<file path="src/rtl/fetch_stage.sv">
// Instruction-fetch stage: owns the PC, drives the imem request/ready port and holds IF/ID.
// Responses arriving under stall are parked in a hold buffer; stale responses after a redirect are drained.
module fetch_stage #(
  parameter logic [31:0] RESET_PC  = 32'h0000_0000,
  parameter logic [31:0] NOP_INSTR = 32'h0000_0013
) (
  input  logic        clk,
  input  logic        rst,
  output logic        imemReq,
  output logic [31:0] imemAddr,
  input  logic        imemReady,
  input  logic [31:0] imemData,
  input  logic        stall_ID,
  input  logic        flush_EX,
  input  logic [31:0] branchTarget_EX,
  output logic [31:0] pc_IFOut,
  output logic [31:0] pcPlus4_IFOut,
  output logic [31:0] instr_IFOut,
  output logic        valid_IFOut
);

  typedef enum logic [1:0] {StFetch, StHold, StDrain} state_e;

  state_e      state_q;
  logic [31:0] pc_q;
  logic [31:0] hold_buf_q;
  logic [31:0] redirect_pc_q;
  logic [31:0] pc_plus4;

  assign pc_plus4 = pc_q + 32'd4;

  // The address comes straight from pc_q, so it stays stable while a request is outstanding.
  assign imemReq  = (state_q != StHold);
  assign imemAddr = pc_q;

  always_ff @(posedge clk or posedge rst) begin
    if (rst) begin
      state_q       <= StFetch;
      pc_q          <= RESET_PC;
      hold_buf_q    <= 32'h0;
      redirect_pc_q <= 32'h0;
      pc_IFOut      <= 32'h0;
      pcPlus4_IFOut <= 32'h0;
      instr_IFOut   <= NOP_INSTR;
      valid_IFOut   <= 1'b0;
    end else if (flush_EX) begin
      // Redirect overrides stall: IF/ID always becomes a bubble, pc fields untouched.
      instr_IFOut <= NOP_INSTR;
      valid_IFOut <= 1'b0;
      unique case (state_q)
        StFetch: begin
          if (imemReady) begin
            pc_q    <= branchTarget_EX;
            state_q <= StFetch;
          end else begin
            redirect_pc_q <= branchTarget_EX;
            state_q       <= StDrain;
          end
        end
        StHold: begin
          pc_q    <= branchTarget_EX;
          state_q <= StFetch;
        end
        StDrain: begin
          redirect_pc_q <= branchTarget_EX;
          if (imemReady) begin
            pc_q    <= branchTarget_EX;
            state_q <= StFetch;
          end
        end
        default: state_q <= StFetch;
      endcase
    end else begin
      unique case (state_q)
        StFetch: begin
          if (imemReady && !stall_ID) begin
            pc_IFOut      <= pc_q;
            pcPlus4_IFOut <= pc_plus4;
            instr_IFOut   <= imemData;
            valid_IFOut   <= 1'b1;
            pc_q          <= pc_plus4;
          end else if (imemReady && stall_ID) begin
            hold_buf_q <= imemData;
            state_q    <= StHold;
          end else if (!stall_ID) begin
            instr_IFOut <= NOP_INSTR;
            valid_IFOut <= 1'b0;
          end
        end
        StHold: begin
          if (!stall_ID) begin
            pc_IFOut      <= pc_q;
            pcPlus4_IFOut <= pc_plus4;
            instr_IFOut   <= hold_buf_q;
            valid_IFOut   <= 1'b1;
            pc_q          <= pc_plus4;
            state_q       <= StFetch;
          end
        end
        StDrain: begin
          if (!stall_ID) begin
            instr_IFOut <= NOP_INSTR;
            valid_IFOut <= 1'b0;
          end
          // The stale response is dropped; fetch resumes at the latest redirect target.
          if (imemReady) begin
            pc_q    <= redirect_pc_q;
            state_q <= StFetch;
          end
        end
        default: state_q <= StFetch;
      endcase
    end
  end

endmodule

</file>
<file path="config.mk">
export PLATFORM = sky130hd
export DESIGN_NAME = fetch_stage
export DESIGN_NICKNAME = d
export VERILOG_FILES = /design/src/rtl/fetch_stage.sv
export SDC_FILE = /design/constraint.sdc
export NUM_CORES = 1
export LEC_CHECK = 0
export ABC_AREA = 1
export CAP_MARGIN = 20
export CORE_ASPECT_RATIO = 1.5
export CORE_MARGIN = 2
export CORE_UTILIZATION = 40
export DETAILED_ROUTE_END_ITERATION = 10
export PLACE_DENSITY = 0.7
export SYNTH_ARGS = -nofsm -noshare
export SYNTH_HDL_FRONTEND = slang
export SYNTH_SLANG_ARGS = --single-unit
</file>
<file path="constraint.sdc">
create_clock -name clk -period 6.25 [get_ports clk]
set_input_delay 1.25 -clock clk [delete_from_list [all_inputs] [get_ports clk]]
set_output_delay 1.25 -clock clk [all_outputs]
set_load 0.01 [all_outputs]
</file>
==> results of run 1 <==
[routing by layer]
| layer | global-route usage | up-vias |
|---|---|---|
| li1 | - | 4121 |
| met1 | 0.2663 | 3878 |
| met2 | 0.3391 | 279 |
| met3 | 0.04401 | 45 |
| met4 | 0.08612 | 4 |
| met5 | 0 | - |
[final cells by class]
| cell class | count | area, µm² | share of cell area |
|---|---|---|---|
| sequential | 193 | 4833 | 0.3969 |
| multi-input combinational | 822 | 3787 | 0.3110 |
| timing repair buffer | 207 | 2077 | 0.1706 |
| clock buffer | 19 | 452.9 | 0.03720 |
| inverter | 111 | 422.9 | 0.03473 |
| tap | 315 | 394.1 | 0.03237 |
| clock inverter | 13 | 209.0 | 0.01716 |
[critical path: cells and delay by family]
kind	cells	cell delay (ns)
AO/OA/AOI/OAI	1	0.47
buffers and inverters	4	2.35
AND/OR/NAND/NOR	1	0.09
[worst paths after layout]
path	startpoint	end	slack [ns]	cells after the start
max in group asynchronous	rst	instr_IFOut[30]	4.01	3
worst min register to register	hold_buf_q[18]	hold_buf_q[18]	0.48	2
worst max register to register	state_q[1]	pcPlus4_IFOut[2]	2.92	8
min in group asynchronous	rst	imemAddr[4]	1.44	3
worst max-delay path	stall_ID	pcPlus4_IFOut[2]	2.37	6
worst min-delay path	hold_buf_q[18]	hold_buf_q[18]	0.48	2
[power by group through the flow]
stage	Clock [W]	Sequential, W	Combinational (W)
after floorplan	0	0.00217	0.000930
after global placement	0	0.00210	0.00195
after detailed placement	0	0.00210	0.00198
after CTS	0.00124	0.00209	0.00199
after global routing	0.00129	0.00215	0.00221
final	0.00122	0.00209	0.00197
[sequential cells by signal, indices dropped and copies added, names as in the netlist]
| name | cells |
|---|---|
| pc_IFOut | 32 |
| valid_IFOut | 1 |
| imemAddr | 32 |
| instr_IFOut | 32 |
| state_q | 2 |
| pcPlus4_IFOut | 30 |
| hold_buf_q | 32 |
| redirect_pc_q | 32 |
[cell families (layout without fill, tap and decap cells)]
kind of cell / after synthesis / in the layout / synth area share
AOI/OAI and AO/OA: 228 / 228 / 0.1398
DFF: 193 / 193 / 0.5138
adders and majority gates: 4 / 4 / 0.005321
xor gates and xnor gates: 15 / 15 / 0.01397
and+or+nand+nor: 573 / 573 / 0.2404
buffers and inverters: 175 / 350 / 0.08433
muxes: 2 / 2 / 0.002394
[placed cells by master (no fill, tap or decap), types with 14 or more instances in the layout]
master	netlist	final
dfrtp_1	190	190
o211ai_1	21	21
inv_1	105	104
a22oi_1	14	14
clkdlybuf4s50_1	0	197
o22ai_1	33	33
clkbuf_16	0	17
nor2_1	75	74
nand2_1	446	446
a21oi_1	83	83
nand3_1	35	35
xor2_1	14	14
o21ai_0	64	64
[through the flow]
stage,std cells,setup WS (ns),cell area [µm²],hold slack [ns]
detailed placement,1648,1.872,11510,0.4596
global placement,1647,1.921,11490,0.4533
global route,1680,2.098,12180,0.4880
floorplan,1190,2.512,9410,0.4417
CTS,1680,2.315,12180,0.4768
finish,1680,2.374,12180,0.4756
==> impl_metrics.env, run 1 <==
export IMPL_clock_skew_final_ns=0.008643
export IMPL_pin_count=199
export IMPL_cts_tree="built"
export IMPL_synth_area_per_cell_um2=7.905
export IMPL_grt_overflow=0
export IMPL_setup_viol=0
export IMPL_hold_buffers=0
export IMPL_async_reset_ff_frac=1.000
export IMPL_fmax_mhz=258.0
export IMPL_netlist_top_cells_count="446 x nand2_1, 190 x dfrtp_1, 105 x inv_1"
export IMPL_slew_violations=0
export IMPL_wl_met1_mm=10.57
export IMPL_std_cell_rows=68
export IMPL_fill_cells=2192
export IMPL_vias=8327
export IMPL_drc_errors=0
export IMPL_vias_per_cell=4.957
export IMPL_critPathKind="input port to flip-flop"
export IMPL_synthCells=1190
export IMPL_finalPower_w=0.005278
export IMPL_rsz0062_at_grt="false"
export IMPL_ys_seq_area_frac=0.5138
export IMPL_vdd_drop_max_mv=0.2299
export IMPL_cts_sinks=193
export IMPL_area_delta_synth_final_pct=29.45
export IMPL_track_usage=0.2075
export IMPL_htree_levels=4
export IMPL_grt_pass1_wl_mm=40.77
export IMPL_routed_wl_met2_mm=12.14
export IMPL_p_sw_frac=0.3547
export IMPL_seq_power_share=0.396
export IMPL_cts_buffers=17
export IMPL_switching_power_w=0.001872
export IMPL_placeableCoreArea_mm2=0.02306
export IMPL_routabilityCongestion=0.8533
export IMPL_synth_area_leader_cell="dfrtp_1"
export IMPL_finalHoldViolCount=0
export IMPL_final_nets=1425
export IMPL_antenna_found_initial=2
export IMPL_start_kind="input port"
export IMPL_start_util=0.4080
export IMPL_synth_most_common_cell="nand2_1"
export IMPL_max_cap_violations=0
export IMPL_clk_latency_ns=0.43
export IMPL_detail_route_antenna_nets=0
export IMPL_cts_resized=0
export IMPL_n_antenna_cell=0
export IMPL_fin_crit_sh=0.6201
export IMPL_wl_mm=24.97
export IMPL_critPathMaxStageDelay_ns=1.05
export IMPL_crit_chain="clkdlybuf4s50_1, inv_1, nand3_2, buf_4, clkinv_1, o21a_1"
export IMPL_worstMarginPinSlew_ns=1.070
export IMPL_synth_top_cell_area_share=0.5055
export IMPL_crit_fanout=89
export IMPL_ys_warn_count=0
export IMPL_required_ns=6.56
export IMPL_fin_crit_ns=3.876
export IMPL_die_area_mm2=0.02478
export IMPL_synth_edf_count=0
export IMPL_worst_ep_arrival_time_ns=4.19
export IMPL_wl_per_cell_um=14.86
export IMPL_intPower_w=0.003406
export IMPL_status="completed"
export IMPL_drive_gt1_frac=0.05128
export IMPL_slew_headroom=0.2864
export IMPL_cp_end_kind="flip-flop"
export IMPL_wl_met3_mm=1.510
export IMPL_syn_nets=1263
export IMPL_die_w_um=129.2
export IMPL_fin_tns_setup_ns=0
export IMPL_synth_seq_cells=193
export IMPL_post_route_util=0.5281
export IMPL_clockBufferDepth=2
export IMPL_p_per_area_mw_per_mm2=433.5
export IMPL_cp_slowest_cell="clkinv_1"
export IMPL_cts_root_buf="clkbuf_16"
export IMPL_syn_cell_area_mm2=0.009407
export IMPL_top_layer="met5"
export IMPL_numPortBuffers=198
export IMPL_clkTransAtPathRegs_ns=0.07
export IMPL_grt_max_degree=194
export IMPL_power_frac_comb=0.374
export IMPL_clockPowerShare=0.231
export IMPL_synthFlopType="dfrtp_1"
export IMPL_hold_path_class="flip-flop to flip-flop"
export IMPL_synth_area_leaders="dfrtp_1 51%, nand2_1 18%, a21oi_1 4.4%"
export IMPL_synth_cell_types=37
export IMPL_dp_hpwl_mm=17.17
export IMPL_p_leak_nw=5.629
export IMPL_die_h_um=191.8
export IMPL_first_global_vias=7864
export IMPL_cts_setup_buffers=0
export IMPL_dr_pass1_iters=5
export IMPL_drt_iter0_drc=532
(Power assumes the default switching activity.)
==> inputs of run 2 (changes only) <==
--- a/config.mk
+++ b/config.mk
@@ -11,7 +11,7 @@
 export CORE_MARGIN = 2
 export CORE_UTILIZATION = 40
 export DETAILED_ROUTE_END_ITERATION = 10
-export PLACE_DENSITY = 0.7
+export PLACE_DENSITY = 0.67
 export SYNTH_ARGS = -nofsm -noshare
 export SYNTH_HDL_FRONTEND = slang
 export SYNTH_SLANG_ARGS = --single-unit
==> constraint.sdc (replaced) <==
create_clock -name clk -period 3.8 [get_ports clk]
set_input_delay 0.76 -clock clk [delete_from_list [all_inputs] [get_ports clk]]
set_output_delay 0.76 -clock clk [all_outputs]
set_load 0.01 [all_outputs]
==> impl_metrics.env, run 2 (synthesis results as in run 1) <==
export IMPL_status="completed"
export IMPL_crit_fanout=7
export IMPL_die_h_um=191.8
export IMPL_grt_overflow=0
export IMPL_setup_viol=0
export IMPL_finalHoldViolCount=0
export IMPL_cts_setup_buffers=0
export IMPL_clock_skew_final_ns=0.01114
export IMPL_finalPower_w=0.008479
export IMPL_required_ns=3.04
export IMPL_pin_count=199
export IMPL_max_cap_violations=0
export IMPL_routabilityCongestion=0.8428
export IMPL_fmax_mhz=375.0
export IMPL_die_w_um=129.2
export IMPL_std_cell_rows=68
export IMPL_vias_per_cell=4.941
export IMPL_clockBufferDepth=2
export IMPL_detail_route_antenna_nets=0
export IMPL_vias=8330
export IMPL_vdd_drop_max_mv=0.3354
export IMPL_numPortBuffers=198
export IMPL_first_global_vias=7882
export IMPL_layout_common_cells="446 x nand2_1, 197 x clkdlybuf4s50_1, 190 x dfrtp_1"
export IMPL_post_route_util=0.5255
export IMPL_p_leak_nw=5.613
export IMPL_cts_buffers=17
export IMPL_rsz0062_at_grt="false"
export IMPL_start_util=0.4080
export IMPL_grt_max_degree=109
export IMPL_fin_ws_ns=1.133
export IMPL_fin_crit_ns=2.667
export IMPL_hold_path_class="flip-flop to flip-flop"
export IMPL_critPathKind="flip-flop to primary output"
export IMPL_placeableCoreArea_mm2=0.02306
export IMPL_worstMarginPinSlew_ns=0.7953
export IMPL_pre_cts_ws_ns=1.089
export IMPL_slew_headroom=0.4698
export IMPL_die_area_mm2=0.02478
export IMPL_wl_mm=25.86
export IMPL_fin_tns_setup_ns=0
export IMPL_drc_errors=0
export IMPL_drive_gt1_frac=0.05474
export IMPL_p_per_area_mw_per_mm2=699.8
export IMPL_cts_resized=0
export IMPL_start_kind="flip-flop"
export IMPL_cts_root_buf="clkbuf_16"
export IMPL_grt_pass1_wl_mm=41.42
export IMPL_fin_crit_sh=0.7018
export IMPL_cts_sinks=193
export IMPL_area_delta_synth_final_pct=28.81
export IMPL_slew_violations=0
export IMPL_worst_ep_arrival_time_ns=1.91
export IMPL_cts_tree="built"
export IMPL_track_usage=0.2117
export IMPL_clkTransAtPathRegs_ns=0.07
export IMPL_wl_per_cell_um=15.34
export IMPL_clk_latency_ns=0.43
export IMPL_final_nets=1431
export IMPL_dp_hpwl_mm=18.06
export IMPL_final_common_cell="nand2_1"
export IMPL_antenna_found_initial=1
export IMPL_hold_buffers=0
export IMPL_dr_pass1_iters=5
export IMPL_cp_end_kind="primary output"
export IMPL_fin_hold_ws_ns=0.4760
export IMPL_htree_levels=4
export IMPL_drt_iter0_drc=570
[run 2: cell types whose count changed in the layout (fill, tap and decap cells not counted)]
cell | previous run | this run
clkbuf_8 | 2 | 3
clkinv_4 | 3 | 5
buf_4 | 7 | 14
bufinv_16 | 5 | 1
diode_2 | 0 | 1
buf_16 | 1 | 0
clkinvlp_4 | 4 | 3
inv_6 | 0 | 1
[run 2: worst paths after layout]
kind | startpoint | end | slack (ns) | cells past startpoint
min in group asynchronous | rst | pcPlus4_IFOut[3] | 0.58 | 2
min reg2reg | hold_buf_q[22] | hold_buf_q[22] | 0.48 | 2
max reg2reg | state_q[1] | instr_IFOut[3] | 1.40 | 7
min | hold_buf_q[22] | hold_buf_q[22] | 0.48 | 2
max | state_q[1] | imemReq | 1.13 | 4
max in group asynchronous | rst | hold_buf_q[3] | 2.31 | 3
[run 2: metal layers]
| layer | vias to the layer above | global-route usage | routed length, µm |
|---|---|---|---|
| met5 | - | 0 | 13 |
| met4 | 2 | 0.07065 | 427 |
| met3 | 30 | 0.04039 | 1328 |
| met2 | 251 | 0.3534 | 12720 |
| met1 | 3913 | 0.2755 | 11370 |
| li1 | 4134 | - | - |
[run 2: worst max-delay path: stages (launching register included)]
cell and delay, ns:
dfrtp_1 0.40, inv_1 0.08, ha_1 0.31, inv_1 0.14
clkdlybuf4s50_1 0.54
[run 2: where the power goes]
group	switching [W]	internal, W	leakage, nW
registers	0.000627	0.00282	2.40
logic	0.00169	0.00158	2.94
clock network	0.000802	0.000958	0.278
total	0.00312	0.00536	5.61
[run 2: area by class of cell]
type,instances,area (µm²)
fillers,2191,10940
flip-flops and latches,193,4833
multi-input cells,822,3787
repair buffers,213,2102
clock buffers,20,466.7
inverters,111,422.9
well taps,315,394.1
clock inverters,11,107.6
diodes,1,2.502
[run 2: per-stage QoR]
step                      area (µm²)  std cells
after floorplan                 9410       1190
after global placement         11540       1654
after detailed placement       11540       1654
after CTS                      12110       1685
after global routing           12110       1685
final                          12120       1686
==> inputs of run 3 (changes only) <==
==> constraint.sdc (replaced) <==
create_clock -name clk -period 2.6 [get_ports clk]
set_input_delay 0.52 -clock clk [delete_from_list [all_inputs] [get_ports clk]]
set_output_delay 0.52 -clock clk [all_outputs]
set_load 0.01 [all_outputs]
==> impl_metrics.env, run 3 (synthesis results as in run 1) <==
export IMPL_placeableCoreArea_mm2=0.02306
export IMPL_cts_sinks=193
export IMPL_detail_route_antenna_nets=0
export IMPL_die_h_um=191.8
export IMPL_multi_input_area_mm2=0.003787
export IMPL_dr_pass1_iters=5
export IMPL_final_common_cell="nand2_1"
export IMPL_first_global_vias=8001
export IMPL_critPathKind="flip-flop to primary output"
export IMPL_fill_cells=2163
export IMPL_rsz0062_at_grt="false"
export IMPL_clkTransAtPathRegs_ns=0.07
export IMPL_cts_buffers=17
export IMPL_drc_errors=0
export IMPL_crit_fanout=7
export IMPL_vdd_drop_max_mv=0.4758
export IMPL_slew_headroom=0.3225
export IMPL_grt_pass1_wl_mm=41.52
export IMPL_cts_root_buf="clkbuf_16"
export IMPL_layout_common_cells="446 x nand2_1, 197 x clkdlybuf4s50_1, 190 x dfrtp_1"
export IMPL_fin_crit_sh=0.9310
export IMPL_wl_mm=25.60
export IMPL_vias_per_cell=4.979
export IMPL_antenna_found_initial=0
export IMPL_worst_ep_arrival_time_ns=1.90
export IMPL_fin_ws_ns=0.1793
export IMPL_setup_viol=0
export IMPL_grt_overflow=0
export IMPL_dp_hpwl_mm=18.30
export IMPL_finalHoldViolCount=0
export IMPL_slew_violations=0
export IMPL_n_antenna_cell=0
export IMPL_pre_cts_ws_ns=0.2287
export IMPL_fin_hold_ws_ns=0.4201
export IMPL_final_cell_area_mm2=0.01223
export IMPL_p_leak_nw=5.666
export IMPL_track_usage=0.2129
export IMPL_post_route_util=0.5305
export IMPL_fin_crit_ns=2.421
export IMPL_status="completed"
export IMPL_pin_count=199
export IMPL_die_area_mm2=0.02478
export IMPL_max_cap_violations=0
export IMPL_numPortBuffers=198
export IMPL_routabilityCongestion=0.8509
export IMPL_start_kind="flip-flop"
export IMPL_cts_tree="built"
export IMPL_fmax_mhz=413.1
export IMPL_required_ns=2.08
export IMPL_wl_per_cell_um=15.14
export IMPL_htree_levels=4
export IMPL_drive_gt1_frac=0.05887
export IMPL_clockBufferDepth=2
export IMPL_drt_iter0_drc=503
export IMPL_hold_path_class="input port to async pin"
export IMPL_clk_latency_ns=0.43
export IMPL_die_w_um=129.2
export IMPL_final_nets=1436
export IMPL_p_per_area_mw_per_mm2=1018
export IMPL_area_delta_synth_final_pct=30.03
export IMPL_clock_skew_final_ns=0.009434
export IMPL_postPlaceCellArea_mm2=0.01164
export IMPL_hold_buffers=0
export IMPL_cts_resized=0
export IMPL_cts_setup_buffers=0
export IMPL_seq_area_mm2=0.004833
export IMPL_worstMarginPinSlew_ns=1.016
export IMPL_std_cell_rows=68
export IMPL_vias=8420
export IMPL_start_util=0.4080
export IMPL_grt_max_degree=89
export IMPL_cp_end_kind="primary output"
[run 3: changes by cell type in the layout (fill, tap and decap cells not counted), sizes merged]
cell,previous run,this run
buf,16,21
clkbuf,20,22
clkinv,8,4
clkinvlp,3,4
diode,1,0
inv,110,112
[run 3: per-stage QoR]
stage          std cells  setup TNS [ns]  total power, W
2_1_floorplan       1190          -77.51        0.007448
3_3_place_gp        1659               0        0.009796
3_5_place_dp        1659               0        0.009887
4_1_cts             1691               0         0.01254
5_1_grt             1691               0         0.01334
6_report            1691               0         0.01245
[run 3: layout make-up]
class                   count  share of cell area
well taps                 315             0.03222
clock inverters            10            0.007979
clock buffers              22             0.04041
repair buffers            218              0.1800
inverters                 111             0.03457
multi-input cells         822              0.3096
flip-flops and latches    193              0.3952
[run 3: power breakdown]
part	total, W	switching [W]	internal (W)
Sequential	0.00502	0.000897	0.00412
Clock	0.00261	0.00115	0.00146
Combinational	0.00482	0.00247	0.00235
[run 3: routing by layer]
metal	track usage	routed length [µm]
met1	0.2733	10830
met2	0.3553	12740
met3	0.04178	1371
met4	0.07818	653
met5	0	0
[run 3: worst max-delay path, stage by stage, from the launching register on]
cell,delay (ns)
dfrtp_1,0.37
inv_1,0.07
ha_1,0.28
inv_1,0.19
clkdlybuf4s50_1,0.57
[run 3: final timing paths]
path	from	cells after the start	slack, ns	end
max	state_q[1]	4	0.18	imemReq
min	rst	2	0.42	pcPlus4_IFOut[3]
max reg2reg	state_q[0]	6	0.43	redirect_pc_q[24]
min reg2reg	hold_buf_q[0]	2	0.47	hold_buf_q[0]
max in group asynchronous	rst	3	1.47	hold_buf_q[8]
min in group clk	hold_buf_q[0]	2	0.47	hold_buf_q[0]
